File: config.mk
export PLATFORM = sky130hd
export DESIGN_NAME = spk_out_mc_flat
export DESIGN_NICKNAME = d
export VERILOG_FILES = /design/src/rtl/spk_out_mc_if.sv /design/src/rtl/spk_out_mc.sv /design/src/flat_wrapper.sv
export SDC_FILE = /design/constraint.sdc
export NUM_CORES = 2
export LEC_CHECK = 0
export CAP_MARGIN = 0
export CORE_MARGIN = 8
export CORE_UTILIZATION = 60
export DETAILED_ROUTE_END_ITERATION = 10
export GPL_TIMING_DRIVEN = 0
export PLACE_DENSITY = 0.79
export SYNTH_ARGS = -nofsm -noshare
export SYNTH_HDL_FRONTEND = slang
export SYNTH_SLANG_ARGS = --single-unit
File: constraint.sdc
create_clock -name clk -period 8 [get_ports clk]
set_input_delay 1.6 -clock clk [delete_from_list [all_inputs] [get_ports clk]]
set_output_delay 1.6 -clock clk [all_outputs]
set_load 0.03 [all_outputs]
File: src/rtl/spk_out_mc_if.sv
// Bus bundle of spk_out_mc: soma fire inputs, config flit path, dst table access,
// credit return and the outgoing flit stream toward the node NI.
interface spk_out_mc_if #(
   parameter int FW        = 59,
   parameter int SW        = 24,
   parameter int NCH       = 4,
   parameter int DST_WIDTH = 21,
   parameter int DST_AW    = 4
);
   logic                 credit_in;
   logic                 flit_out_wr;
   logic [FW-1:0]        flit_out;
   logic [NCH-1:0]       soma_fire;
   logic [NCH*SW-1:0]    soma_neuid;
   logic                 cfg_we;
   logic [FW-1:0]        cfg_wdata;
   logic                 cfg_full;
   logic                 dst_we;
   logic [DST_AW-1:0]    dst_waddr;
   logic [DST_WIDTH-1:0] dst_wdata;
   logic                 dst_re;
   logic [DST_AW-1:0]    dst_raddr;
   logic [DST_WIDTH-1:0] dst_rdata;
   logic                 dst_rvalid;
   logic                 busy;

   modport slave (
      input  credit_in, soma_fire, soma_neuid, cfg_we, cfg_wdata,
             dst_we, dst_waddr, dst_wdata, dst_re, dst_raddr,
      output flit_out_wr, flit_out, cfg_full, dst_rdata, dst_rvalid, busy
   );

   modport master (
      output credit_in, soma_fire, soma_neuid, cfg_we, cfg_wdata,
             dst_we, dst_waddr, dst_wdata, dst_re, dst_raddr,
      input  flit_out_wr, flit_out, cfg_full, dst_rdata, dst_rvalid, busy
   );
endinterface

File: src/rtl/spk_out_mc.sv
// Multi-channel spike-output sender: round-robin merge of soma fires and config flits
// into a flit FIFO, multicast over a dst table with credit flow control.
// Optional statistics counters are enabled by defining SPK_OUT_MC_STATS_EN.
module spk_out_mc #(
   parameter int FW        = 59,
   parameter int FTW       = 3,
   parameter int SW        = 24,
   parameter int NCH       = 4,
   parameter int FIFO_AW   = 4,
   parameter int DST_WIDTH = 21,
   parameter int DST_AW    = 4,
   parameter int R_FLG     = 36,
   parameter int CREDIT_W  = 4
) (
   input  logic        clk,
   input  logic        rst,
`ifdef SPK_OUT_MC_STATS_EN
   input  logic        stat_clr,
   output logic [15:0] stat_drop_cnt,
   output logic [15:0] stat_flit_cnt,
`endif
   spk_out_mc_if.slave bus
);
   localparam int FIFO_DEPTH = 1 << FIFO_AW;
   localparam int TBL_DEPTH  = 1 << DST_AW;
   localparam int RRW        = (NCH > 1) ? $clog2(NCH) : 1;
   localparam logic [FTW-1:0] TYPE_READ = '1;

   typedef enum logic [1:0] {ST_IDLE, ST_FETCH, ST_WAIT, ST_SEND} FsmStateT;

   logic [NCH-1:0]       r_pending;
   logic [SW-1:0]        r_hold [NCH];
   logic [RRW-1:0]       r_rr;
   logic [FW-1:0]        r_fifoMem [FIFO_DEPTH];
   logic [FIFO_AW-1:0]   r_wrPtr;
   logic [FIFO_AW-1:0]   r_rdPtr;
   logic [FIFO_AW:0]     r_count;
   logic [DST_WIDTH-1:0] r_table [TBL_DEPTH];
   logic                 r_tableValid;
   logic [DST_WIDTH-1:0] r_dstRdata;
   logic                 r_dstRvalid;
   FsmStateT             r_state;
   logic [FW-1:0]        r_cur;
   logic                 r_isRead;
   logic [DST_AW-1:0]    r_addr;
   logic [DST_WIDTH-1:0] r_ent;
   logic [FW-1:0]        r_flitOut;
   logic                 r_flitOutWr;
   logic [CREDIT_W-1:0]  r_credit;

   logic                 w_fifoEmpty;
   logic                 w_fifoFull;
   logic                 w_grantFound;
   logic [RRW-1:0]       w_grantIdx;
   logic [RRW-1:0]       w_rrNext;
   logic [NCH-1:0]       w_grantOh;
   logic [NCH-1:0]       w_accept;
   logic                 w_cfgPush;
   logic                 w_somaPush;
   logic                 w_push;
   logic                 w_pop;
   logic [FW-1:0]        w_pushData;
   logic [FW-1:0]        w_head;
   logic                 w_headIsRead;

   assign w_fifoEmpty  = (r_count == '0);
   assign w_fifoFull   = (r_count == (FIFO_AW+1)'(FIFO_DEPTH));
   assign w_cfgPush    = bus.cfg_we && !w_fifoFull;
   assign w_somaPush   = !bus.cfg_we && !w_fifoFull && w_grantFound;
   assign w_push       = w_cfgPush || w_somaPush;
   assign w_pop        = (r_state == ST_IDLE) && !w_fifoEmpty;
   assign w_head       = r_fifoMem[r_rdPtr];
   assign w_headIsRead = (w_head[FW-1:FW-FTW] == TYPE_READ);
   assign w_pushData   = bus.cfg_we ? bus.cfg_wdata : {{(FW-SW){1'b0}}, r_hold[w_grantIdx]};
   assign w_rrNext     = (w_grantIdx == RRW'(NCH-1)) ? '0 : w_grantIdx + RRW'(1);

   // Round robin: first pass looks at channels at or above the pointer, second pass wraps.
   always_comb begin
      w_grantFound = 1'b0;
      w_grantIdx   = '0;
      for (int i = 0; i < NCH; i++) begin
         if (!w_grantFound && r_pending[i] && (i >= int'(r_rr))) begin
            w_grantFound = 1'b1;
            w_grantIdx   = RRW'(i);
         end
      end
      for (int i = 0; i < NCH; i++) begin
         if (!w_grantFound && r_pending[i]) begin
            w_grantFound = 1'b1;
            w_grantIdx   = RRW'(i);
         end
      end
   end

   always_comb begin
      w_grantOh = '0;
      if (w_somaPush) w_grantOh[w_grantIdx] = 1'b1;
   end

   // A fire lands when the channel is free or is being granted this very cycle.
   assign w_accept = bus.soma_fire & (~r_pending | w_grantOh);

   always_ff @(posedge clk) begin
      if (rst) begin
         r_pending <= '0;
         r_rr      <= '0;
      end else begin
         for (int i = 0; i < NCH; i++) begin
            if (w_accept[i]) r_pending[i] <= 1'b1;
            else if (w_grantOh[i]) r_pending[i] <= 1'b0;
         end
         if (w_somaPush) r_rr <= w_rrNext;
      end
   end

   always_ff @(posedge clk) begin
      for (int i = 0; i < NCH; i++) begin
         if (w_accept[i]) r_hold[i] <= bus.soma_neuid[i*SW +: SW];
      end
   end

   always_ff @(posedge clk) begin
      if (w_push) r_fifoMem[r_wrPtr] <= w_pushData;
   end

   always_ff @(posedge clk) begin
      if (rst) begin
         r_wrPtr <= '0;
         r_rdPtr <= '0;
         r_count <= '0;
      end else begin
         if (w_push) r_wrPtr <= r_wrPtr + FIFO_AW'(1);
         if (w_pop) r_rdPtr <= r_rdPtr + FIFO_AW'(1);
         if (w_push && !w_pop) r_count <= r_count + (FIFO_AW+1)'(1);
         else if (!w_push && w_pop) r_count <= r_count - (FIFO_AW+1)'(1);
      end
   end

   // Table contents deliberately survive reset; only the valid flag is cleared.
   always_ff @(posedge clk) begin
      if (bus.dst_we) r_table[bus.dst_waddr] <= bus.dst_wdata;
   end

   always_ff @(posedge clk) begin
      if (rst) begin
         r_tableValid <= 1'b0;
         r_dstRdata   <= '0;
         r_dstRvalid  <= 1'b0;
      end else begin
         if (bus.dst_we) r_tableValid <= 1'b1;
         r_dstRdata  <= r_table[bus.dst_raddr];
         r_dstRvalid <= bus.dst_re;
      end
   end

   always_ff @(posedge clk) begin
      if (rst) begin
         r_state     <= ST_IDLE;
         r_cur       <= '0;
         r_isRead    <= 1'b0;
         r_addr      <= '0;
         r_ent       <= '0;
         r_flitOut   <= '0;
         r_flitOutWr <= 1'b0;
      end else begin
         r_flitOutWr <= 1'b0;
         unique case (r_state)
            ST_IDLE: begin
               if (!w_fifoEmpty) begin
                  r_cur    <= w_head;
                  r_addr   <= '0;
                  r_isRead <= w_headIsRead;
                  if (w_headIsRead) r_state <= ST_WAIT;
                  else if (r_tableValid) r_state <= ST_FETCH;
               end
            end
            ST_FETCH: begin
               r_ent   <= r_table[r_addr];
               r_state <= ST_WAIT;
            end
            ST_WAIT: begin
               if (r_credit != '0) begin
                  r_flitOut   <= r_isRead ? r_cur
                               : {r_cur[FW-1:FW-FTW], r_ent[DST_WIDTH-1:1], r_cur[R_FLG-1:0]};
                  r_flitOutWr <= 1'b1;
                  r_state     <= ST_SEND;
               end
            end
            ST_SEND: begin
               if (r_isRead || r_ent[0] || (r_addr == '1)) begin
                  r_state <= ST_IDLE;
               end else begin
                  r_addr  <= r_addr + DST_AW'(1);
                  r_state <= ST_FETCH;
               end
            end
            default: r_state <= ST_IDLE;
         endcase
      end
   end

   // A returned credit and a sent flit in the same cycle cancel out.
   always_ff @(posedge clk) begin
      if (rst) begin
         r_credit <= '1;
      end else if (bus.credit_in && !r_flitOutWr) begin
         if (r_credit != '1) r_credit <= r_credit + CREDIT_W'(1);
      end else if (!bus.credit_in && r_flitOutWr) begin
         r_credit <= r_credit - CREDIT_W'(1);
      end
   end

`ifdef SPK_OUT_MC_STATS_EN
   logic [15:0] r_dropCnt;
   logic [15:0] r_flitCnt;
   logic [NCH-1:0] w_dropFires;
   logic        w_discard;
   logic        w_cfgIgnored;
   logic [5:0]  w_dropInc;
   logic [16:0] w_dropSum;

   assign w_dropFires  = bus.soma_fire & r_pending & ~w_grantOh;
   assign w_discard    = w_pop && !w_headIsRead && !r_tableValid;
   assign w_cfgIgnored = bus.cfg_we && w_fifoFull;
   assign w_dropInc    = 6'($countones(w_dropFires)) + 6'(w_discard) + 6'(w_cfgIgnored);
   assign w_dropSum    = {1'b0, r_dropCnt} + 17'(w_dropInc);

   always_ff @(posedge clk) begin
      if (rst || stat_clr) begin
         r_dropCnt <= '0;
         r_flitCnt <= '0;
      end else begin
         r_dropCnt <= w_dropSum[16] ? 16'hFFFF : w_dropSum[15:0];
         if (r_flitOutWr && (r_flitCnt != 16'hFFFF)) r_flitCnt <= r_flitCnt + 16'd1;
      end
   end

   assign stat_drop_cnt = r_dropCnt;
   assign stat_flit_cnt = r_flitCnt;
`endif

   assign bus.flit_out_wr = r_flitOutWr;
   assign bus.flit_out    = r_flitOut;
   assign bus.cfg_full    = (r_count >= (FIFO_AW+1)'(FIFO_DEPTH-1));
   assign bus.dst_rdata   = r_dstRdata;
   assign bus.dst_rvalid  = r_dstRvalid;
   assign bus.busy        = (r_state != ST_IDLE) || !w_fifoEmpty || (|r_pending);
endmodule

File: src/flat_wrapper.sv
// flat-port wrapper written by rule: the top's interface ports become plain ports
module spk_out_mc_flat 
#(
   parameter int FW        = 59,
   parameter int FTW       = 3,
   parameter int SW        = 24,
   parameter int NCH       = 4,
   parameter int FIFO_AW   = 4,
   parameter int DST_WIDTH = 21,
   parameter int DST_AW    = 4,
   parameter int R_FLG     = 36,
   parameter int CREDIT_W  = 4
)
  (clk, rst, bus_credit_in, bus_soma_fire, bus_soma_neuid, bus_cfg_we, bus_cfg_wdata, bus_dst_we, bus_dst_waddr, bus_dst_wdata, bus_dst_re, bus_dst_raddr, bus_flit_out_wr, bus_flit_out, bus_cfg_full, bus_dst_rdata, bus_dst_rvalid, bus_busy);
  spk_out_mc_if #(.FW(FW), .SW(SW), .NCH(NCH), .DST_WIDTH(DST_WIDTH), .DST_AW(DST_AW)) bus_i ();
  input  logic clk;
  input  logic rst;
  input wire logic [$bits(bus_i.credit_in)-1:0] bus_credit_in;
  input wire logic [$bits(bus_i.soma_fire)-1:0] bus_soma_fire;
  input wire logic [$bits(bus_i.soma_neuid)-1:0] bus_soma_neuid;
  input wire logic [$bits(bus_i.cfg_we)-1:0] bus_cfg_we;
  input wire logic [$bits(bus_i.cfg_wdata)-1:0] bus_cfg_wdata;
  input wire logic [$bits(bus_i.dst_we)-1:0] bus_dst_we;
  input wire logic [$bits(bus_i.dst_waddr)-1:0] bus_dst_waddr;
  input wire logic [$bits(bus_i.dst_wdata)-1:0] bus_dst_wdata;
  input wire logic [$bits(bus_i.dst_re)-1:0] bus_dst_re;
  input wire logic [$bits(bus_i.dst_raddr)-1:0] bus_dst_raddr;
  output wire logic [$bits(bus_i.flit_out_wr)-1:0] bus_flit_out_wr;
  output wire logic [$bits(bus_i.flit_out)-1:0] bus_flit_out;
  output wire logic [$bits(bus_i.cfg_full)-1:0] bus_cfg_full;
  output wire logic [$bits(bus_i.dst_rdata)-1:0] bus_dst_rdata;
  output wire logic [$bits(bus_i.dst_rvalid)-1:0] bus_dst_rvalid;
  output wire logic [$bits(bus_i.busy)-1:0] bus_busy;
  assign bus_i.credit_in = bus_credit_in;
  assign bus_i.soma_fire = bus_soma_fire;
  assign bus_i.soma_neuid = bus_soma_neuid;
  assign bus_i.cfg_we = bus_cfg_we;
  assign bus_i.cfg_wdata = bus_cfg_wdata;
  assign bus_i.dst_we = bus_dst_we;
  assign bus_i.dst_waddr = bus_dst_waddr;
  assign bus_i.dst_wdata = bus_dst_wdata;
  assign bus_i.dst_re = bus_dst_re;
  assign bus_i.dst_raddr = bus_dst_raddr;
  assign bus_flit_out_wr = bus_i.flit_out_wr;
  assign bus_flit_out = bus_i.flit_out;
  assign bus_cfg_full = bus_i.cfg_full;
  assign bus_dst_rdata = bus_i.dst_rdata;
  assign bus_dst_rvalid = bus_i.dst_rvalid;
  assign bus_busy = bus_i.busy;
  spk_out_mc #(.FW(FW), .FTW(FTW), .SW(SW), .NCH(NCH), .FIFO_AW(FIFO_AW), .DST_WIDTH(DST_WIDTH), .DST_AW(DST_AW), .R_FLG(R_FLG), .CREDIT_W(CREDIT_W)) u_core (.clk(clk), .rst(rst), .bus(bus_i));
endmodule
### Yosys cells after proc, flatten, opt, wreduce, memory -nomap -nowiden

Memories as Yosys holds them, arrays and structs flattened. A register that Yosys moved wholly into a read port is not among the register bits.
Cells that the tools add are included.

| operators by class | value |
|---|---|
| equality and inequality tests | 13 |
| add/sub/neg operators | 8 |
| muxes and demuxes | 58 |
| magnitude comparators | 6 |
| reductions and logical operators | 56 |
| bitwise operators | 5 |

Operators with widths:

| cell | count |
|---|---|
| $mux 59 | 1 |
| $mux 56 | 1 |
| $mux 1 | 32 |
| $mux 4 | 8 |
| $mux 2 | 11 |
| $logic_and 1x1->1 | 19 |
| $add 4x1->4 const B | 4 |
| $reduce_bool 2->1 | 8 |
| $logic_not 1->1 | 14 |
| $mux 5 | 2 |
| $pmux 2 s4 | 1 |
| $pmux 4 s2 | 1 |
| $eq 2x2->1 const B | 3 |
| $ne 2x2->1 const B | 3 |
| $reduce_and 2->1 | 3 |
| $reduce_and 3->1 | 2 |
| $add 5x1->5 const B | 1 |
| $eq 5x5->1 const B | 1 |
| $ge 5x4->1 const B | 1 |
| $logic_not 5->1 | 1 |
| $logic_or 1x1->1 | 5 |
| $sub 5x1->5 const B | 1 |
| $and 4x4->4 | 1 |
| $eq 4x4->1 const B | 1 |
| 19 further kinds | 21 |

| storage, ports and cells | value |
|---|---|
| output and inout bits | 84 |
| input bits | 194 |
| logic and storage cells | 166 |
| flip-flop bits (word level) | 151 |
| memories | 3 |
| RAM bits | 1,376 |

Memories:

| name | depth | bits a word | read ports | clocked after Yosys merged registers in | write ports | line | RTL |
|---|---|---|---|---|---|---|---|
| u_core.r_fifoMem | 16 | 59 | 1 | 1 | 1 | spk_out_mc.sv:34 | `logic [FW-1:0] r_fifoMem [FIFO_DEPTH];` |
| u_core.r_table | 16 | 21 | 2 | 2 | 1 | spk_out_mc.sv:38 | `logic [DST_WIDTH-1:0] r_table [TBL_DEPTH];` |
| u_core.r_hold | 4 | 24 | 1 | 0 | 4 | spk_out_mc.sv:32 | `logic [SW-1:0] r_hold [NCH];` |

### Depth between registers and ports, before layout

| logic depth | value |
|---|---|
| depth after elaboration | 35 |
| gate-level depth with buffers | 15 |
| mapped depth without buffers | 13 |

### Least setup slack after synthesis

OpenSTA, ideal clock, no wires.

| timing | value |
|---|---|
| path kind | input port to flip-flop |
| start point | in bus_cfg_we |
| end point | mem u_core.r_fifoMem[3][0], enable pin |
| required time | 7.451 ns |
| stages | 4 |
| arrival time | 6.483 ns |
| path buffers | 0 |
| slack | 0.969 ns |
| cell sequence | clkinv_1 -> a22oi_1 -> nand2_1 -> nor3_1 |

| on the way | value |
|---|---|
| longest elaborated chain between the ends | 6 |
| elaborated cells on any way between the ends | 7 |
| classes of those cells | mux (2); reduce/logical (5) |

RTL lines:

| item | line | RTL |
|---|---|---|
| start, declared | flat_wrapper.sv:21 | `input wire logic [$bits(bus_i.cfg_we)-1:0] bus_cfg_we;` |
| $logic_not 1->1 | spk_out_mc.sv:69 | `assign w_somaPush = !bus.cfg_we && !w_fifoFull && w_grantFound;` |
| $logic_and 1x1->1 (2 in series) | spk_out_mc.sv:69 |  |
| $logic_or 1x1->1 * | spk_out_mc.sv:70 | `assign w_push = w_cfgPush \|\| w_somaPush;` |
| net u_core.w_push | spk_out_mc.sv:60 | `logic w_push;` |
| $mux 1 * | spk_out_mc.sv:123 | `if (w_push) r_fifoMem[r_wrPtr] <= w_pushData;` |
| $mux 1 (implied by the code) * | spk_out_mc.sv:123 |  |
| end, declared | spk_out_mc.sv:34 |  |

Mark *: on every way through the listed nets, which the timed path passes. The rest lies on a longest branch.

### Final worst setup path

| timing | value |
|---|---|
| start point | in bus_cfg_we |
| end point | mem u_core.r_fifoMem[2][40], enable pin |

The elaborated chain is that of the path after synthesis.

==> results.md <==
- Outcome: complete, no violations
- Post-DP HPWL: about 110000 um
- Syn_nets: between 3000 and 4000
- Rel. slew slack: 0.0885
- Die Ht: 338 um
- Busiest grt layer: met2
- Cts bufs inserted: 154
- Yosys top cell by area: edfxtp_1
- CP most frequent cell: buf_6
- Placer Congestion: 0.854
- Placed Instance Area: 0.0680 mm2
- Die area: roughly 0.11 mm2
- Routed Antenna Nets: 0
- Via density per instance: 6.80
- CP top delay family: buffers and inverters
- Nets: 3787
- Design area: 0.0731 mm2
- # DRC: 0
- Fin. max-slew vios: 0
- Met3 usage: 0.0705
- Root Driver: clkbuf_16
- Post-place setup slack: 2530 ps
- Top post-synthesis cells by area: edfxtp_1, mux4_2, dfxtp_1, mux2i_1, nand2_1
- GR Layer Usage met1: 0.380
- Commonest register cell after synthesis: edfxtp_1
- Clock Pin Slew Worst Setup and Hold Paths: approximately 60 ps
- Via count: 34590
- Grt total ovfl: 0
- Post-synth top area share: 0.665
- Fillers: 5826
- Antenna violations before repair: 8
- RSZ-0062 raised after global routing: no
- TNS Setup: 0 ps
- Achievable Freq: 204 MHz
- Post-CTS Hold Buffers: 0
- CTS H-Tree Depth: 4
- Pwr/cell area: 303 mW/mm2
- Critical-path cell list: clkdlybuf4s50_1 -> clkinv_1 -> a22oi_1 -> nand2_1 -> nor3_2 -> buf_6 -> buf_6 -> buf_4
- Period utilization: 0.613
- Routed WL per cell: roughly 34 um
- Final WS setup: 3090 ps
- Register area: 0.0453 mm2
- Crit. End Element: flip-flop
- Final worst path period need: 4910 ps
- Post-synthesis cell area: 0.0622 mm2
- Post-CTS setup buffers: 0
- Clock buffer depth: 3
- Number of top-level pins: 278
- First-pass iteration count of the detailed router: 6
- Post-cts repair resize count: 0
- Clock Skew: between 20 and 30 ps
- Critical Path Fanout Max: 9
- Most numerous cell in the Yosys netlist: edfxtp_1
- Final hold vios: 0
- WS Path Type: in2reg
- Synth Register Bits: 1573
- Setup crit start kind: primary input
- Multi-input logic area: 0.0162 mm2
- IO buf count: between 200 and 300
- Slowest stage delay, CP: 960 ps
- Syn Area/Cell: slightly above 20 um2
- Final setup viols: 0
- Grt met2 use: 0.495
- Post-synth EDFFs: 1376
- Die X-Extent: 338 um
- Core area: 0.103 mm2
- First-pass GRT wire length: 246000 um
- Largest net degree at the start of global routing: 25
- Yosys warning count: 0
- Initial Utilization: 0.602
- Hold_ws: approximately 460 ps
- Async SR Flop Fraction: 0
- Number of max-cap violations: 0
- VDD IR max: about 0.21 mV
- Clk sinks: roughly 1600
- Clock latency at the later pin of the worst-skew pair: between 700 and 800 ps
- Worst Max-Slew Pin Slew: about 1400 ps
- Final core utilization: 0.708
- Gr usage total: 0.301
- Worst Path Arrival: 5360 ps
- Post-Route WL: 171000 um
- Cells after Synth: 3066
- CTS tree: done
- Library cells used by synthesis: 57
- Vias in the first global route: approximately 36000
- Critical path required time: 8450 ps
- HP Class: reg2reg
- Area growth from synthesis to layout: 17.5%
- FP Rows: between 100 and 150
- P_leak: 23.2 nW
- Top post-synthesis cells by count: edfxtp_1, mux4_2, nand2_1
- Slowest stage cell, crit path: nor3_2
- Share of post-route cells with drive strength above 1: 0.246
- CP bufs+invs: 5
- Seq/Total Area, Yosys: 0.728
- DRT iter0 DRCs: 5045
[layout by cell type, fill, tap and decap left out, types with 6 or more instances in the layout]
master           instances
nand2b_1                 7
nand2_1                223
a21oi_1                121
clkbuf_8                11
clkbuf_1               154
nor3_2                   8
ha_1                    22
bufinv_16                8
o21a_1                  26
mux4_2                 502
mux2i_1                 92
xor2_1                   9
nor2_1                  80
and2_1                  36
a22oi_1                 29
nor2b_1                 30
clkdlybuf4s50_1        274
clkinv_8                 8
clkbuf_16              162
clkinv_1                19
buf_8                    6
dfxtp_1                197
edfxtp_1              1376
buf_6                   40
buf_12                  29
a211oi_1                22
nor2_4                  24
nand3_1                 11
buf_4                   16
buf_2                   51
buf_1                   11
clkinv_2                19
inv_1                   13
[registers in the layout (all words and copies together), names as in the netlist, 5 cells and up, named ones only]
| register | flops |
|---|---|
| u_core.r_fifoMem | 944 |
| u_core.r_table | 336 |
| u_core.r_hold | 96 |
| u_core.bus.flit_out | 59 |
| u_core.r_cur | 59 |
| u_core.bus.dst_rdata | 21 |
| u_core.r_ent | 21 |
| u_core.r_count | 5 |
[cell type report]
cell class,instances,share of cell area
antenna,4,0.000137
buffer,187,0.0126
timing repair buffer,347,0.0528
sequential,1573,0.619
clock inverter,62,0.00883
multi-input combinational,1291,0.222
inverter,15,0.000788
tap,1380,0.0236
clock buffer,225,0.0602
[where the power goes]
part | internal, mW | leakage [nW] | total [mW] | switching, mW
sequential | 9.77 | 14.2 | 10.1 | 0.343
clock | 4.11 | 2.45 | 7.19 | 3.08
combinational | 2.03 | 6.58 | 4.82 | 2.79
[final timing paths]
| check | slack [ps] | cells past startpoint | end | from |
|---|---|---|---|---|
| worst max-delay path | 3090 | 8 | u_core.r_fifoMem[2][40] | bus_cfg_we |
| worst min-delay path | 460 | 2 | u_core.bus.flit_out[14] | u_core.bus.flit_out[14] |
| worst max register to register | 3810 | 15 | u_core.r_count[4] | u_core.r_state[0] |
| worst min register to register | 460 | 2 | u_core.bus.flit_out[14] | u_core.bus.flit_out[14] |
[routing by layer]
layer,up-vias,wire length (um)
met5,-,63
met4,8,9520
met3,542,19400
met2,2788,84600
met1,17681,57700
li1,13571,-
[per-stage QoR]
stage / total power, mW / instances
after global routing: 22.7 / 5081
after CTS: 22.1 / 5080
after detailed placement: 15.0 / 4793
after floorplan: 13.2 / 3066
final: 22.1 / 5084
after global placement: 14.6 / 4720
[worst min-delay path, stage by stage (launching register included)]
cell and delay [ps]:
dfxtp_1 300, nand2_1 50, a21oi_1 50
[cell families (layout without fill, tap and decap cells)]
kind of cell    after synthesis  after routing  share of synthesized area
flops                      1573           1573                      0.728
mux                         594            594                      0.197
simple gates                441            441                     0.0312
compound gates              219            219                     0.0216
buf+inv                     202            836                     0.0157
fa+ha+maj                    24             24                    0.00507
xor+xnor                     13             13                    0.00183
other cells                   0              4                          0
No activity file was read; power rests on OpenSTA's default activity.
